### config.mk
export PLATFORM = sky130hd
export DESIGN_NAME = hash_cycle_ctrl
export DESIGN_NICKNAME = d
export VERILOG_FILES = /design/src/rtl/hash_ctrl_pkg.sv /design/src/rtl/tick_gen.sv /design/src/rtl/hash_cycle_ctrl.sv
export SDC_FILE = /design/constraint.sdc
export NUM_CORES = 1
export LEC_CHECK = 0
export CAP_MARGIN = 20
export CORE_ASPECT_RATIO = 1.2
export CORE_MARGIN = 2
export CORE_UTILIZATION = 31
export CTS_BUF_LIST = sky130_fd_sc_hd__clkbuf_2 sky130_fd_sc_hd__clkbuf_4 sky130_fd_sc_hd__clkbuf_8
export CTS_CLUSTER_DIAMETER = 100
export DETAILED_ROUTE_END_ITERATION = 10
export DONT_BUFFER_PORTS = 1
export SYNTH_ARGS = -nofsm -noshare
export SYNTH_HDL_FRONTEND = slang
export SYNTH_HIERARCHICAL = 1
export SYNTH_SLANG_ARGS = --single-unit
### constraint.sdc
create_clock -name sysclk -period 5.5 [get_ports sysclk]
set_input_delay 0.275 -clock sysclk [delete_from_list [all_inputs] [get_ports sysclk]]
set_output_delay 0.275 -clock sysclk [all_outputs]
set_load 0.005 [all_outputs]
### src/rtl/hash_ctrl_pkg.sv
// Shared types and default timing constants for the hash cycle controller.
// No logic; imported by hash_cycle_ctrl and tick_gen.
package hash_ctrl_pkg;

    typedef enum logic [1:0] {
        ST_IDLE  = 2'd0,
        ST_REQ   = 2'd1,
        ST_WAIT  = 2'd2,
        ST_LATCH = 2'd3
    } hash_state_e;

    localparam int DEF_TICKS_PER_SAMPLE   = 2000;
    localparam int DEF_SAMPLES_PER_PERIOD = 2500;
    localparam int DEF_HASH_TIMEOUT       = 64;

    // Bits needed for a counter running 0..n-1 (never below one bit).
    function automatic int cnt_width(input int n);
        return (n <= 1) ? 1 : $clog2(n);
    endfunction

endpackage

### src/rtl/tick_gen.sv
// Prescaler and period counter producing the sample and period strobes.
// Latency: strobes are combinational from the counter registers; free-running.
// No backpressure: the cadence never stalls and does not depend on any consumer.
module tick_gen
    import hash_ctrl_pkg::*;
#(
    parameter int TICKS_PER_SAMPLE   = DEF_TICKS_PER_SAMPLE,
    parameter int SAMPLES_PER_PERIOD = DEF_SAMPLES_PER_PERIOD
) (
    input  logic sysclk,
    input  logic rst,
    output logic sample_stb,
    output logic period_stb
);

    localparam int PW = cnt_width(TICKS_PER_SAMPLE);
    localparam int SW = cnt_width(SAMPLES_PER_PERIOD);

    logic [PW-1:0] presc;
    logic [SW-1:0] per_cnt;

    assign sample_stb = (presc == PW'(TICKS_PER_SAMPLE - 1));
    assign period_stb = sample_stb && (per_cnt == SW'(SAMPLES_PER_PERIOD - 1));

    always_ff @(posedge sysclk) begin
        if (rst) begin
            presc   <= '0;
            per_cnt <= '0;
        end else begin
            if (sample_stb)
                presc <= '0;
            else
                presc <= presc + 1'b1;

            if (period_stb)
                per_cnt <= '0;
            else if (sample_stb)
                per_cnt <= per_cnt + 1'b1;
        end
    end

endmodule

### src/rtl/hash_cycle_ctrl.sv
// Periodic hash request sequencer with button-toggled display enable (HASH_TIMEOUT_EN adds a WAIT timeout).
// Latency: time_tick on the period strobe, hash_start next cycle, disp_value one cycle after hash_done.
// No backpressure: a period strobe arriving while busy is dropped and flagged in the sticky overrun bit.
module hash_cycle_ctrl
    import hash_ctrl_pkg::*;
#(
    parameter int TICKS_PER_SAMPLE   = DEF_TICKS_PER_SAMPLE,
    parameter int SAMPLES_PER_PERIOD = DEF_SAMPLES_PER_PERIOD,
    parameter int HASH_TIMEOUT       = DEF_HASH_TIMEOUT
) (
    input  logic        sysclk,
    input  logic        rst,
    input  logic        button_in,
    input  logic        hash_done,
    input  logic [15:0] hash_value,
    output logic        time_tick,
    output logic        hash_start,
    output logic [15:0] disp_value,
    output logic        disp_enable,
    output logic        busy,
    output logic        hash_err,
    output logic        overrun
);

    logic sample_stb;
    logic period_stb;

    tick_gen #(
        .TICKS_PER_SAMPLE  (TICKS_PER_SAMPLE),
        .SAMPLES_PER_PERIOD(SAMPLES_PER_PERIOD)
    ) u_tick_gen (
        .sysclk    (sysclk),
        .rst       (rst),
        .sample_stb(sample_stb),
        .period_stb(period_stb)
    );

    // Button: two-flop synchronizer, then accept a new level only when two
    // consecutive sample-strobe samples agree.
    logic btn_meta;
    logic btn_sync;
    logic btn_samp;
    logic btn_deb;
    logic btn_deb_d;

    always_ff @(posedge sysclk) begin
        if (rst) begin
            btn_meta    <= 1'b0;
            btn_sync    <= 1'b0;
            btn_samp    <= 1'b0;
            btn_deb     <= 1'b0;
            btn_deb_d   <= 1'b0;
            disp_enable <= 1'b0;
        end else begin
            btn_meta  <= button_in;
            btn_sync  <= btn_meta;
            btn_deb_d <= btn_deb;
            if (sample_stb) begin
                btn_samp <= btn_sync;
                if (btn_sync == btn_samp)
                    btn_deb <= btn_sync;
            end
            if (btn_deb && !btn_deb_d)
                disp_enable <= ~disp_enable;
        end
    end

    hash_state_e state;
    hash_state_e state_nxt;
    logic        tmo_hit;

`ifdef HASH_TIMEOUT_EN
    localparam int TW = cnt_width(HASH_TIMEOUT);

    logic [TW-1:0] tmo_cnt;

    assign tmo_hit = (state == ST_WAIT) && !hash_done && (tmo_cnt == TW'(HASH_TIMEOUT - 1));

    // Counter is held at zero outside WAIT so it starts fresh on every WAIT entry.
    always_ff @(posedge sysclk) begin
        if (rst) begin
            tmo_cnt  <= '0;
            hash_err <= 1'b0;
        end else begin
            if (state != ST_WAIT)
                tmo_cnt <= '0;
            else
                tmo_cnt <= tmo_cnt + 1'b1;
            if (tmo_hit)
                hash_err <= 1'b1;
        end
    end
`else
    logic unused_tmo_cfg;

    assign tmo_hit        = 1'b0;
    assign hash_err       = 1'b0;
    assign unused_tmo_cfg = (HASH_TIMEOUT != 0);
`endif

    always_comb begin
        state_nxt = state;
        time_tick = 1'b0;
        case (state)
            ST_IDLE: begin
                if (period_stb) begin
                    state_nxt = ST_REQ;
                    time_tick = 1'b1;
                end
            end
            ST_REQ:   state_nxt = ST_WAIT;
            ST_WAIT: begin
                if (hash_done)
                    state_nxt = ST_LATCH;
                else if (tmo_hit)
                    state_nxt = ST_IDLE;
            end
            ST_LATCH: state_nxt = ST_IDLE;
            default:  state_nxt = ST_IDLE;
        endcase
    end

    assign hash_start = (state == ST_REQ);
    assign busy       = (state != ST_IDLE);

    always_ff @(posedge sysclk) begin
        if (rst) begin
            state      <= ST_IDLE;
            disp_value <= '0;
            overrun    <= 1'b0;
        end else begin
            state <= state_nxt;
            if ((state == ST_WAIT) && hash_done)
                disp_value <= hash_value;
            if (period_stb && (state != ST_IDLE))
                overrun <= 1'b1;
        end
    end

endmodule

==> results.md, run 1 <==
- Status: completed
- Synth-to-layout area growth: 7.78%
- Commonest non-fill, non-tap cell in the layout: dfxtp_1
- Deepest clock path buffer count: 2
- Synth Register Bits: 48
- Initial antenna violation count: 0
- Core footprint: around 6500 um^2
- DR WL/cell: 12.1 um
- Final Max Slew Viols: 0
- Root buf cell: clkbuf_8
- Cell variety after synth: 35
- Final wirelength: just under 4000 um
- Max_cap viols: 0
- # placed instances: about 310
- YS warnings: 6
- CP Buf/Inv Count: 0
- Synth Net Count: ~260
- Hold path cells: 1
- Fillers: between 600 and 700
- M2 GR Usage: between 10% and 20%
- Vias/cell: 4.84
- First-pass GRT wire length: roughly 6600 um
- Largest net degree at the start of global routing: 32
- 1st-iter DRT viols: 43
- Minimum clock period: approximately 2.3 ns
- Critical path's top delay family: simple AND/OR/NAND/NOR gates
- ANT cells: 0
- Req. time, crit path: approximately 5.2 ns
- Final setup viols: 0
- Met3 usage: under 10%
- Critical path peak fanout: 8
- Worst hold path class: in2reg
- Crit path depth: 6
- Mapped Cells: about 240
- Iteration count of the initial detailed-routing pass: 4
- Final Skew: ~0.013 ns
- Crit end category: output port
- Setup TNS: 0 ns
- Full die area: around 7400 um^2
- Vias in the first global route: between 1000 and 1500
- Die height: ~94 um
- Hold Vio Cnt, Final: 0
- # clock sinks: 48
- GRT Total Usage: ~11%
- Critical Path AT: 2.05 ns
- Final period util: 42.2%
- Crit path top cell by count: and3_1
- Maximum vdd drop: 0.186 mV
- Grt ovf: 0
- # Post-CTS Setup Buffers: 0
- Slowest stage cell, crit path: dfxtp_1
- Final nets: 262
- Max-slew headroom: 62.7%
- Die width: approximately 79 um
- I/O Pins: 42
- P per Cell Area: between 200 and 300 nW/um^2
- Clock slew at reported path FFs: about 0.1 ns
- Number of buffers added on ports: 0
- # H-tree levels: 2
- Syn Std Cell Area: approximately 2100 um^2
- TritonCTS Buffers: 5
- Worst skew pair latency: 0.31 ns
- Crit-path cells: ha_1, and3_1, and3_1, nand2_1, nor2_1, and2_1
- Drt drc: 0
- WHS: roughly 0.017 ns
- RSZ-0062 raised after global routing: no
- Detailed Place HPWL: around 2700 um
- Row cnt: 32
- Lkg Pwr: around 0.75 nW
- Setup Crit Path Kind: reg2out
- Final Wtd Congestion: just under 0.8
- Mapped Avg Cell Area: just under 9 um^2
- Routing usage on met1: between 10% and 20%
- Post-DRT Antenna Nets: 0
- Crit start category: flop
- Max frequency: ~430 MHz
- Final cell count without fillers: 323
- Critical path's largest stage delay: between 0.4 and 0.5 ns
- Initial core utilization: ~32%
- GR peak layer: met2
- Layout cell share with drive strength beyond 1: 9.24%
- Sequential area share after synthesis: between 40% and 50%
- Via Count: 1562
- Most frequent cells in the layout: 48 x dfxtp_1, 46 x nand2_1, 17 x nor2_1, 17 x a21oi_1, 11 x nand3_1
- R2R cell count: 7
- Worst-Margin Slew: ~0.56 ns
- CTS tree: built
-- Yosys cell counts --
master	instances	area, um^2
nor4b_1	1	8.76
and3_1	9	56.3
o221a_2	1	11.3
nand3_2	1	10.0
a21oi_1	17	85.1
ha_1	5	62.6
xor2_1	6	52.6
nand2_1	46	173
nor3_1	3	15.0
buf_12	1	20.0
nand4_1	7	43.8
a21o_1	1	7.51
or4_1	4	30.0
or3_1	3	18.8
and2_1	2	12.5
buf_4	1	7.51
nor2_1	17	63.8
a21oi_2	10	87.6
dfxtp_1	48	961
conb_1	1	3.75
nand3_1	11	55.1
nor2b_1	4	25.0
nand4b_1	1	8.76
o31ai_1	3	22.5
inv_1	9	33.8
xnor2_1	6	52.6
o31ai_4	1	21.3
buf_2	4	20.0
o21ai_0	5	25.0
nor3b_4	1	18.8
and4_1	2	17.5
mux2i_1	2	20.0
buf_6	2	22.5
nand3b_1	1	7.51
a2bb2oi_1	1	8.76
-- layer usage --
metal	part of all wire (%)	vias up
met4	1.7	0
met2	48	39
li1	-	805
met3	6.6	7
met1	43	711
met5	0	-
-- where the power goes --
part / internal (mW) / switching (mW)
sequential: 0.351 / 0.00385
combinational: 0.00499 / 0.00659
clock: 0.137 / 0.124
total: 0.493 / 0.135
-- registers in the layout (all words and copies together) (netlist names) --
| register | flops |
|---|---|
| u_tick_gen/per_cnt | 12 |
| overrun | 1 |
| btn_deb | 1 |
| btn_meta | 1 |
| btn_sync | 1 |
| disp_value | 16 |
| state | 2 |
| btn_samp | 1 |
| u_tick_gen/presc | 11 |
| btn_deb_d | 1 |
| disp_enable | 1 |
-- path summary, 6_finish.rpt --
path | from | end | slack [ns]
worst max-delay path | u_tick_gen/presc[0] | time_tick | 3.18
worst max register to register | u_tick_gen/presc[0] | state[1] | 3.42
worst min-delay path | rst | disp_value[10] | 0.02
worst min register to register | btn_meta | btn_sync | 0.45
-- final cells by class --
cell class                 instances  area [um^2]  area share (%)
multi-input combinational        172         1020            45.5
sequential                        48          961            42.7
tap                               85          106            4.72
clock buffer                       5         68.8            3.06
clock inverter                     3         47.5            2.11
inverter                           9         33.8            1.50
timing repair buffer               1         10.0           0.444
-- what timing repair did --
| item | in CTS | in global routing |
|---|---|---|
| resized for setup | 0 | 0 |
| endpoints found under the hold margin | 0 | 5 |
| setup endpoints to repair | 0 | 0 |
| hold buffers | 0 | 1 |
-- cell families (layout without fill, tap and decap cells) --
family,count (synthesis),after routing,share of synthesized area [%]
and+or+nand+nor,113,113,27.0
DFF,48,48,46.0
AOI/OAI and AO/OA,39,39,12.9
buffers and inverters,17,18,4.97
xor gates and xnor gates,12,12,5.03
adders and majority gates,5,5,2.99
muxes,2,2,0.958
other,1,1,0.179
-- stage by stage --
step	util [%]	setup slack, ns	cell area (um^2)	total power [mW]
floorplan	-	3.74	2090	0.373
global placement	32.8	3.55	2130	0.373
detailed placement	32.8	3.42	2130	0.373
CTS	34.6	3.15	2240	0.636
global route	34.7	2.97	2250	0.652
finish	34.7	3.18	2250	0.628
Note: power is estimated with default switching activity, not from simulation.
==> inputs of run 2 (changes only) <==
==> constraint.sdc (replaced) <==
create_clock -name sysclk -period 2.34 [get_ports sysclk]
set_input_delay 0.117 -clock sysclk [delete_from_list [all_inputs] [get_ports sysclk]]
set_output_delay 0.117 -clock sysclk [all_outputs]
set_load 0.005 [all_outputs]
==> run 2 against run 1 <==
  * Flip-flop and latch count unchanged
  * Clock power up 130%
  * Clock skew down 0.0041 ns
  * Wire length up 7.7%
  * First-iteration DRC count up 74%
  * Sequential share of layout area down 3.2 points
  * Power up 140%
  * Critical path depth unchanged
  * Count of clock-buffer cells in the layout unchanged
  * Critical path type unchanged
  * Largest power group unchanged
  * Highest routed layer unchanged
==> results.md, run 2 (synthesized netlist as in run 1, its figures left out) <==
- Row cnt: 32 (unchanged)
- Iteration count of the initial detailed-routing pass: 4 (unchanged)
- Crit end category: output port
- # H-tree levels: 2 (unchanged)
- Final wirelength: 4200 um (+7.7%)
- CTS tree: built
- Post-DRT Antenna Nets: 0 (unchanged)
- Req. time, crit path: 2.22 ns (-3.00 ns)
- Clock power frac: 40.7% (-0.9 points)
- Hold Vio Cnt, Final: 0 (unchanged)
- Int Power: 1.18 mW (+140%)
- TritonCTS Buffers: 5 (unchanged)
- Vias/cell: 4.80 (-0.80%)
- Max reg flops: 16 (unchanged)
- # placed instances: 314 (unchanged)
- Max_cap viols: 0 (unchanged)
- Setup TNS: 0 ns (unchanged)
- Detailed Place HPWL: 2800 um (+1.8%)
- Final setup viols: 0 (unchanged)
- Die width: 78.9 um (unchanged)
- Pwr Total: 1.50 mW (+140%)
- Drt drc: 0 (unchanged)
- Max frequency: between 400 and 500 MHz
- Crit path capture: time_tick
- Top reg by flops: disp_value
- P per Cell Area: 619 nW/um^2 (+120%)
- P_sw: 0.326 mW (+140%)
- Minimum clock period: 2.12 ns
- # Post-CTS Setup Buffers: 0 (unchanged)
- RSZ-0062 raised after global routing: no
- Status: completed
- Final period util: 90.8%
- Sw frac: 21.6% (+0.21 points)
- Lkg Pwr: 0.832 nW (+10%)
- Worst hold path class: in2reg
- Resize count post-CTS: 0 (unchanged)
- Maximum vdd drop: 0.440 mV (+140%)
- Worst skew pair latency: 0.31 ns (about the same)
- I/O Pins: 42 (unchanged)
- Largest net degree at the start of global routing: 31 (-3.1%)
- Initial core utilization: 32.2% (unchanged)
- Layout cell share with drive strength beyond 1: 9.02% (-0.22 points)
- Max-slew headroom: 62.7% (about the same)
- Fillers: 655 (-2.4%)
- Setup Crit Path Kind: reg2out
- Final Wtd Congestion: 0.749 (-4.2%)
- Final Skew: 0.00893 ns (-0.00414 ns)
- Clock slew at reported path FFs: 0.09 ns (about the same)
- Crit Reg-Reg Startpoint: u_tick_gen/presc[0]
- WHS: 0.0618 ns (+0.0445 ns)
- Commonest non-fill, non-tap cell in the layout: dfxtp_1
- 1st-iter DRT viols: 75 (+74%)
- Core footprint: 6490 um^2 (unchanged)
- GRT Total Usage: 12.0% (+0.75 points)
- Initial antenna violation count: 0 (unchanged)
- Die height: 93.9 um (unchanged)
- Number of buffers added on ports: 0 (unchanged)
- Worst-Margin Slew: 0.560 ns (+0.000786 ns)
- Vias in the first global route: 1603 (+8.0%)
- Final instance area: 2430 um^2 (+8.0%)
- Flop pwr share: 55.4% (-1.2 points)
- First-pass GRT wire length: 7110 um (+7.4%)
- Most frequent cells in the layout: 48 x dfxtp_1, 46 x nand2_1, 17 x nor2_1, 17 x a21oi_1, 17 x dlygate4sd3_1
- R2R cell count: 7 (unchanged)
- Final cell count without fillers: 340 (+5.3%)
- Top flop regs: disp_value: 16 flops, u_tick_gen/per_cnt: 12 flops, u_tick_gen/presc: 11 flops
- Final Max Slew Viols: 0 (unchanged)
- # clock sinks: 48 (unchanged)
- Final nets: 279 (+6.5%)
- Comb pwr share: 3.9% (+2.1 points)
- DR WL/cell: 12.3 um (+2.3%)
- Full die area: 7420 um^2 (unchanged)
- Reg2reg end: state[1]
- Root buf cell: clkbuf_8
- Cell Area, Placed: 2130 um^2 (unchanged)
- Crit start category: flop
- ANT cells: 0 (unchanged)
- Synth-to-layout area growth: 16.4%
- Critical path peak fanout: 8 (unchanged)
- Via Count: 1631 (+4.4%)
- Reg2Reg Setup Slack: 0.24 ns (-3.18 ns)
- Deepest clock path buffer count: 2 (unchanged)
- Critical Path AT: 2.01 ns (-0.04 ns)
- CP Launch Point: u_tick_gen/presc[0]
- Grt ovf: 0 (unchanged)
run 2: cell count changes in the layout (fill, tap and decap cells not counted):
cell           before  now
dlygate4sd3_1       1   17
buf_12              0    1
run 2: power groups by stage:
stage,clock [mW],combinational [mW],sequential (mW)
floorplan,0,0.0268,0.850
detailed placement,0,0.0247,0.852
global placement,0,0.0252,0.852
global route,0.661,0.0648,0.835
CTS,0.634,0.0590,0.833
finish,0.612,0.0589,0.834
run 2: critical path: stages, from the launching register on:
cell and delay (ns):
dfxtp_1 0.41, ha_1 0.23, and3_1 0.34, and3_1 0.31
nand2_1 0.07, nor2_1 0.16, and2_1 0.19
run 2: cell type report:
type                            count  area [um^2]  area share, %
Sequential cell                    48          961           39.5
Timing Repair Buffer               18          190           7.82
Multi-Input combinational cell    172         1020           42.1
Tap cell                           85          106           4.37
Clock buffer                        5         68.8           2.83
Inverter                            9         33.8           1.39
Clock inverter                      3         47.5           1.95
run 2: layer usage:
metal,track usage [%],part of all wire [%]
met1,13.8,44
met4,5.32,1.2
met5,0,0
met3,4.23,6.8
met2,19.9,48
run 2: worst min-delay path by stage:
stage	from	to	depth (start not counted)
5_1_grt	rst	disp_value[2]	2
3_5_place_dp	rst	disp_value[9]	1
2_1_floorplan	rst	u_tick_gen/per_cnt[0]	1
6_report	rst	disp_value[4]	2
4_1_cts	rst	disp_value[2]	2
3_3_place_gp	rst	disp_value[6]	1
run 2: what timing repair did:
item,4_1_cts,5_1_grt
setup endpoints to repair,0,0
hold endpoints to repair,30,0
hold buffers,18,0
run 2: per-stage QoR:
step / util (%) / setup slack (ns)
2_1_floorplan: - / 0.581
6_report: 37.5 / 0.215
4_1_cts: 37.5 / 0.202
5_1_grt: 37.5 / 0.0331
3_5_place_dp: 32.8 / 0.285
3_3_place_gp: 32.8 / 0.387
